[config.mk]
export PLATFORM = sky130hd
export DESIGN_NAME = mmio_gpio_flat
export DESIGN_NICKNAME = d
export VERILOG_FILES = /design/src/rtl/mmio_gpio_if.sv /design/src/rtl/mmio_gpio.sv /design/src/flat_wrapper.sv
export SDC_FILE = /design/constraint.sdc
export NUM_CORES = 1
export LEC_CHECK = 0
export ABC_AREA = 1
export CAP_MARGIN = 20
export CORE_MARGIN = 8
export CORE_UTILIZATION = 28
export CTS_BUF_LIST = sky130_fd_sc_hd__clkbuf_8 sky130_fd_sc_hd__clkbuf_16
export DETAILED_ROUTE_END_ITERATION = 8
export PLACE_DENSITY_LB_ADDON = 0.2
export SYNTH_ARGS = -nofsm -noshare
export SYNTH_HDL_FRONTEND = slang
export SYNTH_SLANG_ARGS = --single-unit
[constraint.sdc]
create_clock -name clk -period 1.8 [get_ports clk]
set_input_delay 0.27 -clock clk [delete_from_list [all_inputs] [get_ports clk]]
set_output_delay 0.27 -clock clk [all_outputs]
set_load 0.01 [all_outputs]
[src/rtl/mmio_gpio_if.sv]
// mmio_gpio_if: single-beat MMIO bus between a bus master and the GPIO block.
//   cs_i     chip select for this block
//   addr_i   register index (0..7)
//   we_i     byte write enables, any bit set = write
//   re_i     byte read enables, any bit set = read
//   wdata_i  write data
//   rdata_o  combinational read data from the block
interface mmio_gpio_if;
  logic        cs_i;
  logic [2:0]  addr_i;
  logic [3:0]  we_i;
  logic [3:0]  re_i;
  logic [31:0] wdata_i;
  logic [31:0] rdata_o;

  modport master (
    output cs_i, addr_i, we_i, re_i, wdata_i,
    input  rdata_o
  );

  modport slave (
    input  cs_i, addr_i, we_i, re_i, wdata_i,
    output rdata_o
  );
endinterface

[src/rtl/mmio_gpio.sv]
// mmio_gpio: memory-mapped GPIO block with debounced inputs and
// edge-triggered interrupt status.
//   clk     system clock, all state on rising edge
//   rst_n   asynchronous active-low reset
//   bus     MMIO slave port (cs/addr/we/re/wdata in, rdata out)
//   gpio_i  raw asynchronous input pins (switches)
//   gpio_o  registered output pins (LEDs)
//   irq_o   registered level interrupt, OR of pending STAT bits
// Registers: 0 OUT (RW), 1 IN (RO, debounced), 2 RISE_EN, 3 FALL_EN,
// 4 STAT (W1C), 5 OUT_SET (WO), 6 OUT_CLR (WO), 7 reserved.
module mmio_gpio #(
  parameter int unsigned IN_WIDTH  = 10,
  parameter int unsigned OUT_WIDTH = 10,
  parameter int unsigned DB_CYCLES = 50000
) (
  input  logic                 clk,
  input  logic                 rst_n,
  mmio_gpio_if.slave           bus,
  input  logic [IN_WIDTH-1:0]  gpio_i,
  output logic [OUT_WIDTH-1:0] gpio_o,
  output logic                 irq_o
);

  // Counter width keeps at least one bit so DB_CYCLES = 0 still elaborates.
  localparam int unsigned CW      = (DB_CYCLES == 0) ? 1 : $clog2(DB_CYCLES + 1);
  localparam int unsigned DB_LAST = (DB_CYCLES == 0) ? 0 : DB_CYCLES - 1;

  typedef enum logic [2:0] {
    REG_OUT     = 3'd0,
    REG_IN      = 3'd1,
    REG_RISE_EN = 3'd2,
    REG_FALL_EN = 3'd3,
    REG_STAT    = 3'd4,
    REG_OUT_SET = 3'd5,
    REG_OUT_CLR = 3'd6,
    REG_RSVD    = 3'd7
  } reg_e;

  logic [OUT_WIDTH-1:0] out_q, out_d;
  logic [IN_WIDTH-1:0]  rise_en_q, rise_en_d;
  logic [IN_WIDTH-1:0]  fall_en_q, fall_en_d;
  logic [IN_WIDTH-1:0]  stat_q, stat_d;
  logic [IN_WIDTH-1:0]  sync1_q, sync1_d;
  logic [IN_WIDTH-1:0]  sync2_q, sync2_d;
  logic [IN_WIDTH-1:0]  stable_q, stable_d;
  logic [CW-1:0]        cnt_q [IN_WIDTH];
  logic [CW-1:0]        cnt_d [IN_WIDTH];
  logic                 irq_q, irq_d;

  logic                 wr_en;
  logic                 rd_en;
  reg_e                 reg_sel;
  logic [IN_WIDTH-1:0]  rise;
  logic [IN_WIDTH-1:0]  fall;
  logic [IN_WIDTH-1:0]  w1c;
  logic                 unused_bus;

  // Upper write-data bits are unused when the pin counts are below 32.
  assign unused_bus = &{1'b0, bus.wdata_i};

  always_comb begin
    wr_en   = bus.cs_i & (|bus.we_i);
    rd_en   = bus.cs_i & (|bus.re_i);
    reg_sel = reg_e'(bus.addr_i);

    out_d     = out_q;
    rise_en_d = rise_en_q;
    fall_en_d = fall_en_q;
    sync1_d   = gpio_i;
    sync2_d   = sync1_q;
    stable_d  = stable_q;
    cnt_d     = cnt_q;
    w1c       = '0;

    // Debounce. The counter clears whenever the stable value flips, so it
    // never exceeds DB_CYCLES-1 and cannot wrap. With no debounce the
    // stable value tracks what sync2 is about to hold, giving the same
    // two-cycle pin latency as the synchronizer alone.
    for (int unsigned i = 0; i < IN_WIDTH; i++) begin
      if (DB_CYCLES == 0) begin
        stable_d[i] = sync1_q[i];
        cnt_d[i]    = '0;
      end else if (sync2_q[i] != stable_q[i]) begin
        if (cnt_q[i] == CW'(DB_LAST)) begin
          stable_d[i] = sync2_q[i];
          cnt_d[i]    = '0;
        end else begin
          cnt_d[i] = cnt_q[i] + 1'b1;
        end
      end else begin
        cnt_d[i] = '0;
      end
    end

    rise = stable_d & ~stable_q;
    fall = ~stable_d & stable_q;

    if (wr_en) begin
      unique case (reg_sel)
        REG_OUT:     out_d     = bus.wdata_i[OUT_WIDTH-1:0];
        REG_RISE_EN: rise_en_d = bus.wdata_i[IN_WIDTH-1:0];
        REG_FALL_EN: fall_en_d = bus.wdata_i[IN_WIDTH-1:0];
        REG_STAT:    w1c       = bus.wdata_i[IN_WIDTH-1:0];
        REG_OUT_SET: out_d     = out_q | bus.wdata_i[OUT_WIDTH-1:0];
        REG_OUT_CLR: out_d     = out_q & ~bus.wdata_i[OUT_WIDTH-1:0];
        default:     ;
      endcase
    end

    // New events are ORed in after the clear so they win on a collision.
    stat_d = (stat_q & ~w1c) | (rise & rise_en_q) | (fall & fall_en_q);
    irq_d  = |stat_q;

    bus.rdata_o = '0;
    if (rd_en) begin
      unique case (reg_sel)
        REG_OUT:     bus.rdata_o = 32'(out_q);
        REG_IN:      bus.rdata_o = 32'(stable_q);
        REG_RISE_EN: bus.rdata_o = 32'(rise_en_q);
        REG_FALL_EN: bus.rdata_o = 32'(fall_en_q);
        REG_STAT:    bus.rdata_o = 32'(stat_q);
        default:     bus.rdata_o = '0;
      endcase
    end
  end

  always_ff @(posedge clk or negedge rst_n) begin
    if (!rst_n) begin
      out_q     <= '0;
      rise_en_q <= '0;
      fall_en_q <= '0;
      stat_q    <= '0;
      sync1_q   <= '0;
      sync2_q   <= '0;
      stable_q  <= '0;
      irq_q     <= 1'b0;
      for (int unsigned i = 0; i < IN_WIDTH; i++) begin
        cnt_q[i] <= '0;
      end
    end else begin
      out_q     <= out_d;
      rise_en_q <= rise_en_d;
      fall_en_q <= fall_en_d;
      stat_q    <= stat_d;
      sync1_q   <= sync1_d;
      sync2_q   <= sync2_d;
      stable_q  <= stable_d;
      irq_q     <= irq_d;
      cnt_q     <= cnt_d;
    end
  end

  assign gpio_o = out_q;
  assign irq_o  = irq_q;

endmodule
[src/flat_wrapper.sv]
// flat-port wrapper written by rule: the top's interface ports become plain ports
module mmio_gpio_flat 
#(
  parameter int unsigned IN_WIDTH  = 10,
  parameter int unsigned OUT_WIDTH = 10,
  parameter int unsigned DB_CYCLES = 50000
)
  (clk, rst_n, gpio_i, gpio_o, irq_o, bus_cs_i, bus_addr_i, bus_we_i, bus_re_i, bus_wdata_i, bus_rdata_o);
  mmio_gpio_if bus_i ();
  input  logic clk;
  input  logic rst_n;
  input  logic [IN_WIDTH-1:0] gpio_i;
  output logic [OUT_WIDTH-1:0] gpio_o;
  output logic irq_o;
  input wire logic [$bits(bus_i.cs_i)-1:0] bus_cs_i;
  input wire logic [$bits(bus_i.addr_i)-1:0] bus_addr_i;
  input wire logic [$bits(bus_i.we_i)-1:0] bus_we_i;
  input wire logic [$bits(bus_i.re_i)-1:0] bus_re_i;
  input wire logic [$bits(bus_i.wdata_i)-1:0] bus_wdata_i;
  output wire logic [$bits(bus_i.rdata_o)-1:0] bus_rdata_o;
  assign bus_i.cs_i = bus_cs_i;
  assign bus_i.addr_i = bus_addr_i;
  assign bus_i.we_i = bus_we_i;
  assign bus_i.re_i = bus_re_i;
  assign bus_i.wdata_i = bus_wdata_i;
  assign bus_rdata_o = bus_i.rdata_o;
  mmio_gpio #(.IN_WIDTH(IN_WIDTH), .OUT_WIDTH(OUT_WIDTH), .DB_CYCLES(DB_CYCLES)) u_core (.clk(clk), .rst_n(rst_n), .bus(bus_i), .gpio_i(gpio_i), .gpio_o(gpio_o), .irq_o(irq_o));
endmodule
==> results of run 1 <==
[sequential cells by signal (all words and copies together) (netlist names)]
signal,cells
u_core.cnt_q,160
u_core.fall_en_q,10
u_core.gpio_o,10
u_core.rise_en_q,10
u_core.stable_q,10
u_core.stat_q,10
u_core.sync1_q,10
u_core.sync2_q,10
u_core.irq_o,1
[logic make-up after synthesis]
group / after synthesis
and+or+nand+nor: 1044
other: 1
AOI/OAI and AO/OA: 126
buffers and inverters: 216
xor gates and xnor gates: 42
adders and majority gates: 10
DFF: 231
[final cells by class]
type / count / area (um2)
fill: 4522 / 27800
sequential: 231 / 5780
multi-input combinational: 1244 / 5680
timing repair buffer: 129 / 1250
clock buffer: 41 / 891
tap: 585 / 732
inverter: 183 / 692
clock inverter: 9 / 145
timing repair inverter: 1 / 7.51
antenna: 1 / 2.50
[per-layer routing]
metal / part of all wire (%) / global-route usage (%) / vias to the layer above
li1: - / - / 5518
met1: 48 / 17.0 / 4932
met2: 46 / 21.2 / 186
met3: 4.7 / 2.28 / 32
met4: 1.5 / 2.95 / 2
met5: 0.025 / 0 / -
[worst max-delay path by stage]
| stage | to | cells past startpoint |
|---|---|---|
| 2_1_floorplan | u_core.cnt_q[112]$_DFF_PN0_ | 6 |
| 3_3_place_gp | bus_rdata_o[5] | 10 |
| 3_5_place_dp | bus_rdata_o[7] | 10 |
| 4_1_cts | bus_rdata_o[6] | 5 |
| 5_1_grt | bus_rdata_o[6] | 5 |
| 6_report | bus_rdata_o[6] | 5 |
[through the flow]
stage,instances,instance area (um2),util (%),TNS (ns),worst slack (ns)
final,2424,15200,35.3,0,0.0313
after detailed placement,2359,13800,32.2,-9.69,-0.761
after global placement,2359,13800,32.2,-9.15,-0.727
after floorplan,1691,12200,-,0,0.385
after global routing,2423,15200,35.3,-0.145,-0.0609
after CTS,2415,15100,35.1,-0.0390,-0.0390
[worst register-to-register path, cell delays in order (launching register included)]
cell	delay, ns
dfrtp_1	0.39
ha_1	0.23
nand3_1	0.16
nor2_1	0.10
a21oi_1	0.40
nand2_1	0.11
nor2_1	0.11
[power groups by stage]
stage | Clock, W | Sequential [W] | Combinational (W)
floorplan | 0 | 0.00571 | 0.000549
global placement | 0 | 0.00572 | 0.00131
detailed placement | 0 | 0.00571 | 0.00132
CTS | 0.00644 | 0.00562 | 0.00136
global route | 0.00665 | 0.00565 | 0.00155
finish | 0.00622 | 0.00562 | 0.00137
[placed cells by master, fill, tap and decap left out, types with 6 or more instances in the layout]
master / synthesis / layout
nor2_2: 2 / 12
nand3b_1: 6 / 6
nor2_4: 0 / 11
buf_6: 0 / 18
o21ai_0: 65 / 57
nand3_1: 107 / 107
nor3b_1: 14 / 14
buf_12: 0 / 8
clkbuf_16: 0 / 29
nand2_1: 469 / 467
xor2_1: 37 / 37
o21bai_1: 13 / 13
conb_1: 1 / 22
nor2_1: 389 / 368
dlygate4sd2_1: 0 / 12
nand4_1: 38 / 38
nor3_1: 14 / 14
inv_1: 178 / 176
ha_1: 10 / 10
buf_4: 22 / 56
dfrtp_1: 231 / 231
o21ai_1: 2 / 7
clkbuf_8: 0 / 12
o22ai_1: 9 / 9
clkdlybuf4s50_1: 0 / 26
a21oi_1: 34 / 34
[timing repair]
item                       4_1_cts  5_1_grt
gates resized for setup        110       28
hold endpoints to repair        58        0
buffers inserted                 7        8
hold buffers                     1        0
setup endpoints to repair       21       10
pin swaps                       17       17
gates cloned                     3        0
==> results.cfg, run 1 <==
[run_status]
outcome = completed

[critical_path]
rrSetupSlack_ns = 0.22
crit_path_start = u_core.stable_q[6]$_DFF_PN0_
critPathArrivalTime_ns = 1.50
cp.required_ns = 1.53
cp-end-kind = output pin
crit_path_start_kind = register
path_cells = nand2_1 > o21ai_1 > nor2_1 > nor2_2 > buf_6
reg2reg_depth = 6
slowest_delay_ns = 0.39
path_delay_family = flip-flops
path_class = reg -> out
r2r_end = u_core.cnt_q[142]$_DFF_PN0_
cp_slowest_cell = dfrtp_1
reg2reg_from = u_core.cnt_q[128]$_DFF_PN0_
crit_path_max_fanout = 2
cp.buffers_inverters = 1

[power_and_ir_drop]
power_frac_comb_pct = 10.4
power.total_w = 0.0132
p_clk_share_pct = 47.1
p_per_area_nw_per_um2 = 870
p_int_w = 0.00998
ir_drop_mv = 0.686
seqPwrFrac_pct = 42.6
p_sw_w = 0.00323
p_sw_share_pct = 24.4
p_leak_nw = 7.03

[global_routing]
grt_max_degree = 49
overflow = 0
grt_pass1_wl_mm = 53.4
grt_usage_pct = 12.7
antenna_found_initial = 2
grt_pass1_vias = 10500

[logic_synthesis]
synth_top_area_share_pct = 47.6
ys.warnings.count = 0
synth-xor-area-share_pct = 3.03
synth-compound-area-share_pct = 5.70
synthMuxAreaShare_pct = 0
synth-simple-area-share_pct = 35.1
synth_seq_cells = 231
yosys.area.top_type = dfrtp_1
synth_common_cells = nand2_1, nor2_1, dfrtp_1
yosysSeqAreaShare_pct = 47.6
synth_edf_count = 0
syn_area_um2 = 12100
synth.most_common_cell = nand2_1
synthCells = 1670
avgSynthCellArea_um2 = 7.27
synth_top_family_by_area = simple AND/OR/NAND/NOR gates
yosys.area_share.adder_pct = 1.03
synthFlopType = dfrtp_1
synth_area_leaders = dfrtp_1, nand2_1, nor2_1, inv_1, nand3_1
synthArstFlopShare_pct = 100
synthDistinctLibCells = 30

[timing]
finalCritPeriodShare_pct = 98.3
hold_viol = 0
fin_crit_ns = 1.77
final-setup-viol-count = 0
fmax_mhz = 565
rsz0062_at_grt = yes
drv_slew = 0
hold_slack_ns = 0.162
clock_skew_ns = 0.0109

[final_layout]
drive_gt1_share_pct = 9.74
fin_nets = 1885
area_growth_pct = 25.1

[worst_hold_path]
hp-class = in -> reg
hp-start = gpio_i[7]
holdPathEnd = u_core.sync1_q[7]$_DFF_PN0_
whs_path_depth = 1

[detailed_routing]
postRouteAntennaNets = 0
routed_wl_mm = 31.8
viasPerCell = 4.40
post_drt_wl_per_cell_um = 13.1
drt_iter0_drc = 604
vias = 10700
post-route-drc-count = 0
dr.pass1.iters = 5

[clock_tree]
clock_sinks = 231
cts_tree = done
path_clk_slew_ns = 0.06
cts_max_level = 1
numCtsBuffers = 29
cts_root_buf = clkbuf_16
ctsLongestPathBuffers = 3
clk_latency_ns = 0.55

[die]
start_util_pct = 28.2
fp.dieH_um = 224
die_x_um = 224
core-area_um2 = 43000
ioPinCount = 99
row_count = 76
die_area_um2 = 50300

[placed_design]
gp_congestion = 0.852
dpl.hpwl_mm = 23.5
numPortBuffers = 54

[flow_run]
drv_cap = 0
(Power assumes the default switching activity.)
==> inputs of run 2 (changes only) <==
- PLACE_DENSITY_LB_ADDON: 0.2 -> default
==> run 2 against run 1 <==
Net effect: total power decreased by 6.8%; critical path type unchanged; largest power group is now registers; clock power decreased by 14%; largest cell class unchanged; global-route usage shrank 0.63 points; combinational power is 4% lower.
==> results.cfg, run 2 (synthesized netlist as in run 1, its figures left out) <==
[clock_tree]
clk_latency_ns = 0.54
cts_tree = done
path_clk_slew_ns = 0.06
numCtsBuffers = 27
clock_sinks = 231
ctsLongestPathBuffers = 3
cts_root_buf = clkbuf_16
cts_max_level = 1

[placed_design]
placed_area_um2 = 13700
gp_congestion = 0.871
dpl.hpwl_mm = 22.7
numPortBuffers = 54
dp.cells = 2351
dp_slack_ns = -0.865

[power_and_ir_drop]
p_leak_nw = 6.89
power.total_w = 0.0123
p_per_area_nw_per_um2 = 829
ir_drop_mv = 0.649

[global_routing]
grt_pass1_wl_mm = 51.2
grt_usage_pct = 12.1
grt_pass1_vias = 10300
overflow = 0
antenna_found_initial = 3
grt_max_degree = 48

[timing]
hold_viol = 0
hold_slack_ns = 0.166
clock_skew_ns = 0.0174
drv_slew = 0
rsz0062_at_grt = no
finalCritPeriodShare_pct = 97.8
fin_crit_ns = 1.76
worst_slack_ns = 0.0388
fmax_mhz = 568
final-setup-viol-count = 0

[critical_path]
crit_path_max_fanout = 3
crit_path_start_kind = register
path_class = reg -> out
crit_path_start = u_core.fall_en_q[0]$_DFFE_PN0P_
cp.required_ns = 1.53
cp-end-kind = output pin
rrSetupSlack_ns = 0.19
reg2reg_from = u_core.stable_q[7]$_DFF_PN0_
critPathArrivalTime_ns = 1.49

[final_layout]
drive_gt1_share_pct = 8.60
final-seq-area_um2 = 5780
area_growth_pct = 22.4
largest_reg_flops = 160
regMostFlops = u_core.cnt_q
final_cells = 2412
final_area_um2 = 14900
nFillCells = 4589
final_common_cell = nand2_1
fin_nets = 1872
multi_input_area_um2 = 5660
final_cell_mix = nand2_1, nor2_1, dfrtp_1

[die]
die_area_um2 = 50300
ioPinCount = 99
start_util_pct = 28.2
core-area_um2 = 43000
die_x_um = 224
row_count = 76
fp.dieH_um = 224

[worst_hold_path]
hp-class = in -> reg
hp-start = gpio_i[1]

[detailed_routing]
viasPerCell = 4.49
drt_iter0_drc = 690
routed_wl_mm = 30.5
post_drt_wl_per_cell_um = 12.7
postRouteAntennaNets = 0
vias = 10800
post-route-drc-count = 0
dr.pass1.iters = 5

[run_status]
outcome = completed

[flow_run]
drv_cap = 0
## run 2: layer usage
metal | part of all wire (%) | GRT usage [%] | vias to the layer above
met5 | 0.043 | 0 | -
li1 | - | - | 5487
met2 | 45 | 19.6 | 235
met4 | 2.3 | 3.38 | 2
met1 | 47 | 16.5 | 5060
met3 | 5.1 | 1.96 | 49
## run 2: final cells by class
type / instances / share of cell area (%)
Multi-Input combinational cell: 1244 / 38.1
Antenna cell: 1 / 0.0168
Inverter: 183 / 4.64
Timing Repair inverter: 1 / 0.0505
Clock inverter: 17 / 0.910
Sequential cell: 231 / 38.9
Tap cell: 585 / 4.93
Clock buffer: 32 / 5.01
Timing Repair Buffer: 118 / 7.41
## run 2: timing repair
action | 4_1_cts | 5_1_grt
gates resized for setup | 104 | 26
endpoints found under the hold margin | 39 | 0
pin swaps | 9 | 11
setup endpoints to repair | 21 | 11
cloned | 1 | 0
setup buffers | 6 | 8
hold buffers | 1 | 0
## run 2: critical path, cell delays in order (launching register included)
cell and delay (ns):
dfrtp_1 0.34, inv_2 0.05, o21ai_1 0.12, nor2_1 0.07, nor2_2 0.23, buf_6 0.15
## run 2: stage by stage
stage	utilization, %	TNS, ns
after detailed placement	32.0	-13.25
after global placement	32.0	-12.37
after global routing	34.6	0
final	34.6	0
after CTS	34.3	0
after floorplan	-	0
## run 2: path summary, 6_finish.rpt
kind | to | cells past startpoint
worst min register to register | u_core.sync2_q[0]$_DFF_PN0_ | 0
worst min-delay path | u_core.sync1_q[1]$_DFF_PN0_ | 1
worst max-delay path | bus_rdata_o[0] | 5
min in group asynchronous | u_core.cnt_q[153]$_DFF_PN0_ | 2
worst max register to register | u_core.cnt_q[39]$_DFF_PN0_ | 9
max in group asynchronous | u_core.cnt_q[21]$_DFF_PN0_ | 3
## run 2: power breakdown
part           internal, W  switching (W)  total [W]
registers          0.00546       0.000169    0.00563
clock network      0.00321        0.00216    0.00537
logic             0.000517       0.000792    0.00131
==> inputs of run 3 (changes only) <==
==> constraint.sdc (replaced) <==
create_clock -name clk -period 1.8 [get_ports clk]
set_input_delay 0.27 -clock clk [delete_from_list [all_inputs] [get_ports clk]]
set_output_delay 0.27 -clock clk [all_outputs]
set_load 0.005 [all_outputs]
==> run 3 against run 2 <==
Net effect: final cell count grew 0.75%; via count grew 0.52%; register-to-register slack gained 0.04 ns; total power grew 1.2%; clock-buffer cell count grew 3; clock skew shrank 0.0070 ns; global-route usage shrank 0.094 points; combinational power is essentially flat; worst hold slack gained 0.0045 ns; critical endpoint is now bus_rdata_o[3]; highest routed layer unchanged.
==> results.cfg, run 3 (synthesized netlist as in run 1, its figures left out) <==
[global_routing]
antenna_found_initial = 1
grt_max_degree = 43
grt_usage_pct = 12.0
overflow = 0
grt_pass1_vias = 10300
grt_pass1_wl_mm = 50.9

[worst_hold_path]
hp-class = in -> reg
whs_path_depth = 1

[final_layout]
area_growth_pct = 23.2
final_cell_mix = nand2_1, nor2_1, dfrtp_1
antennaDiodeCount = 0
multi_input_area_um2 = 5620
final_common_cell = nand2_1
fin_util_pct = 34.8
largest_reg_flops = 160
final-seq-area_um2 = 5780
drive_gt1_share_pct = 9.38
nFillCells = 4580
fin_nets = 1892
final_cells = 2430
regMostFlops = u_core.cnt_q

[critical_path]
reg2reg_from = u_core.cnt_q[48]$_DFF_PN0_
cp_num_cells = 8
cp-endpoint = bus_rdata_o[3]
critPathArrivalTime_ns = 1.50
cp_slowest_cell = or3_1
crit_path_max_fanout = 5
crit_path_start_kind = primary input
path_delay_family = buffers and inverters
rrSetupSlack_ns = 0.23
path_cells = clkdlybuf4s15_1 > or3_1 > o21ai_2 > buf_12 > buf_12 > buf_6 > nor2_4 > buf_2
path_common_cell = buf_12
reg2reg_depth = 6
cp.buffers_inverters = 5
crit_path_start = bus_re_i[1]
cp.required_ns = 1.53
path_class = in -> out
r2r_end = u_core.cnt_q[48]$_DFF_PN0_
cp-end-kind = output pin
slowest_delay_ns = 0.35

[timing]
finalCritPeriodShare_pct = 98.5
worst_slack_ns = 0.0271
fmax_mhz = 564
hold_viol = 0
fin_crit_ns = 1.77
drv_slew = 0
final-setup-viol-count = 0
clock_skew_ns = 0.0104
rsz0062_at_grt = yes

[flow_run]
drv_cap = 0

[die]
die_x_um = 224
fp.dieH_um = 224
core-area_um2 = 43000
start_util_pct = 28.2
row_count = 76
die_area_um2 = 50300
ioPinCount = 99

[clock_tree]
clk_latency_ns = 0.54
path_clk_slew_ns = 0.05
ctsLongestPathBuffers = 3
cts_tree = done
cts_max_level = 1
numCtsBuffers = 27
cts_root_buf = clkbuf_16
clock_sinks = 231

[detailed_routing]
routed_wl_mm = 30.8
viasPerCell = 4.48
dr.pass1.iters = 5
vias = 10900
post-route-drc-count = 0
postRouteAntennaNets = 0
drt_iter0_drc = 734
post_drt_wl_per_cell_um = 12.7

[placed_design]
numPortBuffers = 54
dpl.hpwl_mm = 22.6
gp_congestion = 0.875
dp_slack_ns = -0.820
dp.cells = 2349

[power_and_ir_drop]
p_per_area_nw_per_um2 = 833
p_leak_nw = 7.00
ir_drop_mv = 0.867

[run_status]
outcome = completed
[run 3: through the flow]
stage / TNS (ns) / area [um2] / power, W / hold slack [ns]
2_1_floorplan: 0 / 12200 / 0.00623 / -0.0256
5_1_grt: -0.123 / 15000 / 0.0130 / 0.153
3_3_place_gp: -11.99 / 13700 / 0.00692 / 0.188
4_1_cts: -0.0483 / 14800 / 0.0125 / 0.143
3_5_place_dp: -12.39 / 13700 / 0.00694 / 0.191
6_report: 0 / 15000 / 0.0125 / 0.171
[run 3: report_power, final]
group,total (W),internal (W),switching [W]
Combinational,0.00132,0.000561,0.000763
Clock,0.00550,0.00333,0.00217
Sequential,0.00563,0.00546,0.000173
Total,0.0125,0.00935,0.00311
[run 3: worst min-delay path by stage]
stage | from | end | slack [ns]
floorplan | rst_n | u_core.cnt_q[0]$_DFF_PN0_ | -0.03
global placement | rst_n | u_core.cnt_q[50]$_DFF_PN0_ | 0.19
detailed placement | rst_n | u_core.cnt_q[50]$_DFF_PN0_ | 0.19
global route | gpio_i[8] | u_core.sync1_q[8]$_DFF_PN0_ | 0.15
finish | gpio_i[8] | u_core.sync1_q[8]$_DFF_PN0_ | 0.17
CTS | gpio_i[8] | u_core.sync1_q[8]$_DFF_PN0_ | 0.14
[run 3: layout make-up]
class | count | area share (%)
multi-input combinational | 1244 | 37.6
clock inverter | 13 | 0.761
clock buffer | 35 | 5.25
sequential | 231 | 38.6
inverter | 183 | 4.63
tap | 585 | 4.89
timing repair inverter | 1 | 0.0502
timing repair buffer | 138 | 8.18
[run 3: routing by layer]
| metal | vias up | share of wire, % | GRT usage [%] |
|---|---|---|---|
| met5 | - | 0.029 | 0 |
| met1 | 5104 | 47 | 16.3 |
| met2 | 225 | 46 | 19.7 |
| met4 | 2 | 2.1 | 3.25 |
| li1 | 5518 | - | - |
| met3 | 40 | 4.8 | 1.71 |
[run 3: repair_timing]
| action | 4_1_cts | 5_1_grt |
|---|---|---|
| pin swaps | 9 | 23 |
| resized for setup | 101 | 23 |
| hold endpoints to repair | 208 | 0 |
| setup buffers | 12 | 21 |
| hold buffers | 1 | 0 |
| gates cloned | 2 | 0 |
| endpoints found under the setup margin | 20 | 10 |
==> variant 1: new RTL, flow settings as in run 3 <==
Reset style: synchronous (`rst_n`), changed in one clocked block. Comments in the files are not updated.
--- a/src/rtl/mmio_gpio.sv
+++ b/src/rtl/mmio_gpio.sv
@@ -124,7 +124,7 @@
     end
   end
 
-  always_ff @(posedge clk or negedge rst_n) begin
+  always_ff @(posedge clk) begin
     if (!rst_n) begin
       out_q     <= '0;
       rise_en_q <= '0;
Function: differs if rst_n is asserted again (counterexample within 4 cycles, from zero or initial values and one cycle with rst_n low); with rst_n held inactive, the same outputs for 4 cycles.
==> variant 1 against run 3 <==
Sequential share of layout area shrank 6.3 points. Routed wire length down 4.9%. Synthesized area decreased by 3.0%. Maximum frequency fell by 1.2%. Sequential cell count unchanged. Design area decreased by 3.8%. Worst setup slack got worse by 0.021 ns.
Power is not compared: it rests on default switching activity, and its combinational part moved more than twofold at a synthesized area within 25%.
==> variant 1: results (changes against run 3) <==
| Metric | Value |
|---|---|
| Cts hold-fix bufs | `0 (-1)` |
| Max-Cap Viols | `0 (unchanged)` |
| Total track usage | `11.5% (-0.49 points)` |
| Top FF cell, synth | `dfxtp_1` |
| Most flop-heavy register | `u_core.cnt_q` |
| Gpl congestion | `0.825 (-5.7%)` |
| Largest cells by area after synthesis | `dfxtp_1 (39%), nand2_1 (12%), inv_1 (7.5%), nor2_1 (7.0%), a21oi_1 (4.4%)` |
| Final Skew | `0.00731 ns (-0.00311 ns)` |
| Worst reg-to-reg path cell count | `8 (+2)` |
| H-tree level count | `1 (unchanged)` |
| Pin count of the biggest net entering global routing | `51 (+19%)` |
| CP max stage delay | `0.33 ns (-0.02 ns)` |
| Critical path's slowest cell | `dfxtp_2` |
| Port bufs | `54 (unchanged)` |
| M1 GR Usage | `15.1% (-1.3 points)` |
| Worst r2r dst | `u_core.cnt_q[125]` |
| Hold Path Class | `in -> reg` |
| Detailed Place HPWL | `21400 um (-5.4%)` |
| Max VDD drop | `0.398 mV` |
| Synthesized area per cell | `6.87 um^2 (-5.5%)` |
| Placed cell count | `2333 (-0.68%)` |
| GRT met2 Usage | `19.2% (-0.54 points)` |
| Crit path launch | `u_core.rise_en_q[0]` |
| Vias in the first global route | `10147 (-1.6%)` |
| CP arrival | `1.52 ns (+0.02 ns)` |
| Status | `finished, final reports clean` |
| Drt first-iter violations | `645 (-12%)` |
| Synth cell types | `44 (+47%)` |
| Synth cell count leaders | `nand2_1 (390), inv_1 (235), dfxtp_1 (231)` |
| GR Util met3 | `2.30% (+0.59 points)` |
| Ys async rst share | `0% (-100 points)` |
| Worst reg2reg startpoint | `u_core.cnt_q[112]` |
| Critical Path End | `bus_rdata_o[0]` |
| Initial antenna violation count | `3 (+2)` |
| First-pass GRT wire length | `48600 um (-4.5%)` |
| Drt via density | `4.55 (+1.6%)` |
| Worst R2R Setup Slack | `0.18 ns (-0.05 ns)` |
| Routed WL per cell | `12.2 um (-3.9%)` |
| Crit-path max FO | `2 (-3)` |
| Nets | `1910 (+0.95%)` |
| Layout cells sized above 1 | `15.4% (+6.0 points)` |
| Seq/Total Area, Yosys | `39.3% (-8.3 points)` |
| Vias | `10948 (+0.54%)` |
## variant 1: changes by cell type in the layout (fill, tap and decap cells not counted), moves of 22 or more
| cell | delta |
|---|---|
| dfrtp_1 | -231 |
| nor3_1 | +46 |
| a21oi_1 | +67 |
| a21oi_2 | +22 |
| nand2_1 | -79 |
| dfxtp_1 | +209 |
| nor2_1 | -160 |
| inv_1 | +55 |
| nand4_1 | +22 |
## variant 1: critical path, delay by kind of cell, from the launching register on
kind,cells,cell delay [ns]
AO/OA/AOI/OAI,2,0.40
flip-flops,1,0.33
buffers and inverters,2,0.18
AND/OR/NAND/NOR,1,0.07
## variant 1: per-layer routing
| metal | wire length [um] | vias up |
|---|---|---|
| li1 | - | 5728 |
| met1 | 13800 | 4948 |
| met2 | 13300 | 219 |
| met3 | 1670 | 49 |
| met4 | 478 | 4 |
| met5 | 22 | - |
## variant 1: cell families (layout without fill, tap and decap cells)
group	after synthesis	in the layout	share of synthesized area [%]
and+or+nand+nor	919	919	35.8
DFF	231	231	39.3
adders and majority gates	10	10	1.06
buffers and inverters	299	430	11.1
AOI/OAI and AO/OA	224	224	10.6
xor gates and xnor gates	29	29	2.16
other	1	23	0.0319
## variant 1: worst min path at each step
stage	start	end	slack [ns]	depth (start not counted)
2_1_floorplan	gpio_i[0]	u_core.sync1_q[0]	0.37	2
3_3_place_gp	u_core.sync1_q[5]	u_core.sync2_q[5]	0.40	2
3_5_place_dp	u_core.sync1_q[0]	u_core.sync2_q[0]	0.40	2
4_1_cts	rst_n	u_core.sync1_q[0]	0.18	4
5_1_grt	rst_n	u_core.sync1_q[2]	0.21	4
6_report	rst_n	u_core.sync2_q[0]	0.21	4
## variant 1: cell type report
type                    count  area (um^2)
fillers                  4426        27400
multi-input cells        1204         6020
clock inverters            16          125
well taps                 539          674
inverters                 243          912
repair buffers            137         1220
flip-flops and latches    231         4650
diodes                      1         2.50
clock buffers              34          772
## variant 1: repair_timing
action	4_1_cts	5_1_grt
pin swaps	20	22
setup endpoints to repair	20	26
cloned	2	0
resized for setup	112	50
buffers inserted	12	9
## variant 1: power breakdown
group	internal [W]	total, W	switching [W]
registers	0.00517	0.00520	0.0000317
clock network	0.00329	0.00544	0.00215
logic	0.000243	0.000556	0.000313
total	0.00870	0.0112	0.00250
## variant 1: per-stage QoR
step | total power, W | setup slack (ns) | cell area (um^2) | TNS, ns | hold WS, ns
5_1_grt | 0.0116 | -0.0511 | 14400 | -0.0990 | 0.206
6_report | 0.0112 | 0.00598 | 14400 | 0 | 0.211
3_3_place_gp | 0.00580 | -0.775 | 13200 | -9.71 | 0.395
2_1_floorplan | 0.00558 | 0.410 | 11800 | 0 | 0.368
3_5_place_dp | 0.00581 | -0.802 | 13200 | -11.50 | 0.398
4_1_cts | 0.0113 | -0.00316 | 14200 | -0.00316 | 0.182
==> variant 2: new RTL, flow settings as in run 3 <==
Without the edit above. `OUT_WIDTH` is set to 10 in 2 places; all go to 12.
--- a/src/rtl/mmio_gpio.sv
+++ b/src/rtl/mmio_gpio.sv
@@ -10,7 +10,7 @@
 // 4 STAT (W1C), 5 OUT_SET (WO), 6 OUT_CLR (WO), 7 reserved.
 module mmio_gpio #(
   parameter int unsigned IN_WIDTH  = 10,
-  parameter int unsigned OUT_WIDTH = 10,
+  parameter int unsigned OUT_WIDTH = 12,
   parameter int unsigned DB_CYCLES = 50000
 ) (
   input  logic                 clk,
--- a/src/flat_wrapper.sv
+++ b/src/flat_wrapper.sv
@@ -2,7 +2,7 @@
 module mmio_gpio_flat 
 #(
   parameter int unsigned IN_WIDTH  = 10,
-  parameter int unsigned OUT_WIDTH = 10,
+  parameter int unsigned OUT_WIDTH = 12,
   parameter int unsigned DB_CYCLES = 50000
 )
   (clk, rst_n, gpio_i, gpio_o, irq_o, bus_cs_i, bus_addr_i, bus_we_i, bus_re_i, bus_wdata_i, bus_rdata_o);
Ports: changed (resized gpio_o); port bits go from 99 to 101. The function was not compared with the original's and may differ.
==> variant 2 against run 3 <==
Via count rose by 0.84%. Design area up 1.4%. Sequential cell count grew 2. Routed wire length up 1.7%. Worst setup slack got worse by 0.015 ns. First-iteration DRC count increased by 19%. Synthesized area increased by 0.93%. Total power increased by 4.0%.
==> variant 2: results (changes against run 3) <==
| Metric | Value |
|---|---|
| Status | `finished, final reports clean` |
| Crit path launch | `u_core.fall_en_q[2]` |
| Detailed Place HPWL | `23100 um (+2.0%)` |
| WL final | `31300 um (+1.7%)` |
| Gpl congestion | `0.859 (-1.8%)` |
| Synth cell count leaders | `nand2_1 (474), nor2_1 (392), dfrtp_1 (233)` |
| Total CTS buffers | `28 (+3.7%)` |
| Vias in the first global route | `10509 (+1.9%)` |
| Worst r2r dst | `u_core.cnt_q[119]` |
| Initial antenna violation count | `6 (+5)` |
| Port bufs | `60 (+11%)` |
| Placed cell count | `2376 (+1.1%)` |
| First-pass GRT wire length | `51700 um (+1.7%)` |
| Largest cells by area after synthesis | `dfrtp_1 (48%), nand2_1 (15%), nor2_1 (12%), inv_1 (5.5%), nand3_1 (5.1%)` |
| Max VDD drop | `0.765 mV (-12%)` |
| Critical path's slowest cell | `dfrtp_1` |
| Final non-filler cell total | `2452 (+0.91%)` |
| Layout cells sized above 1 | `9.43% (+0.050 points)` |
| CP max stage delay | `0.38 ns (+0.03 ns)` |
| Critical Path End | `bus_rdata_o[2]` |
| Synthesized area per cell | `7.24 um^2 (-0.38%)` |
| Pleak | `7.06 nW (+0.88%)` |
| Fill cells | `4539 (-0.90%)` |
| CP arrival | `1.52 ns (+0.02 ns)` |
| Worst R2R Setup Slack | `0.20 ns (-0.03 ns)` |
| Final Skew | `0.0114 ns (+0.000986 ns)` |
| Nets | `1912 (+1.1%)` |
[variant 2: cell count changes in the layout (fill, tap and decap cells not counted), moves of 6 or more]
cell / before / now
clkdlybuf4s50_1: 26 / 32
nand3_1: 107 / 124
nor2_1: 373 / 379
buf_6: 12 / 6
nand4_1: 38 / 21
[variant 2: how the worst min path moves through the flow]
stage | start | to | slack (ns) | depth (start not counted)
after global placement | rst_n | u_core.cnt_q[103] | 0.21 | 1
after floorplan | rst_n | u_core.cnt_q[0] | -0.03 | 0
after CTS | gpio_i[6] | u_core.sync1_q[6] | 0.13 | 1
after detailed placement | rst_n | u_core.cnt_q[102] | 0.21 | 1
final | gpio_i[6] | u_core.sync1_q[6] | 0.16 | 1
after global routing | gpio_i[8] | u_core.sync1_q[8] | 0.14 | 1
[variant 2: layer usage]
metal,wire [um],vias to the layer above,part of all wire (%),global-route usage [%]
li1,-,5588,-,-
met1,14900,5118,48,16.3
met2,13800,203,44,19.3
met3,1760,59,5.6,2.85
met4,795,12,2.5,3.79
met5,77,-,0.25,0
[variant 2: final cells by class]
cell class / count / area share (%)
clock inverter: 14 / 0.949
clock buffer: 37 / 5.51
sequential: 233 / 38.5
inverter: 180 / 4.47
multi-input combinational: 1263 / 37.5
tap: 585 / 4.83
timing repair buffer: 140 / 8.27
[variant 2: power by group]
part / switching (W) / total (W) / internal (W) / leakage [nW]
sequential: 0.000182 / 0.00570 / 0.00552 / 3.11
combinational: 0.000808 / 0.00140 / 0.000592 / 3.44
clock: 0.00220 / 0.00585 / 0.00365 / 0.505
[variant 2: worst register-to-register path, stage by stage (launching register included)]
cell and delay [ns]:
dfrtp_1 0.39, ha_1 0.21, nand3_1 0.17, nor2_1 0.23
nand2_1 0.14, nand2_1 0.26, nor2_1 0.09
[variant 2: cells by family (layout without fill, tap and decap cells)]
| logic type | Yosys count | after routing | synth area share (%) |
|---|---|---|---|
| AOI/OAI and AO/OA | 135 | 135 | 5.94 |
| xor gates and xnor gates | 44 | 44 | 3.15 |
| adders and majority gates | 10 | 10 | 1.02 |
| buffers and inverters | 215 | 371 | 7.33 |
| DFF | 233 | 233 | 47.6 |
| other | 1 | 20 | 0.0306 |
| and+or+nand+nor | 1054 | 1054 | 34.9 |
[variant 2: timing repair]
item,4_1_cts,5_1_grt
resized for setup,90,35
pin swaps,18,17
setup buffers,21,6
endpoints found under the setup margin,22,14
hold buffers,1,0
gates cloned,1,3
hold endpoints to repair,103,0
[variant 2: stage by stage]
step,instance area [um^2],worst slack (ns)
6_report,15200,0.0123
5_1_grt,15200,-0.0469
4_1_cts,15000,0.00103
3_5_place_dp,13900,-0.727
3_3_place_gp,13900,-0.666
2_1_floorplan,12300,0.470
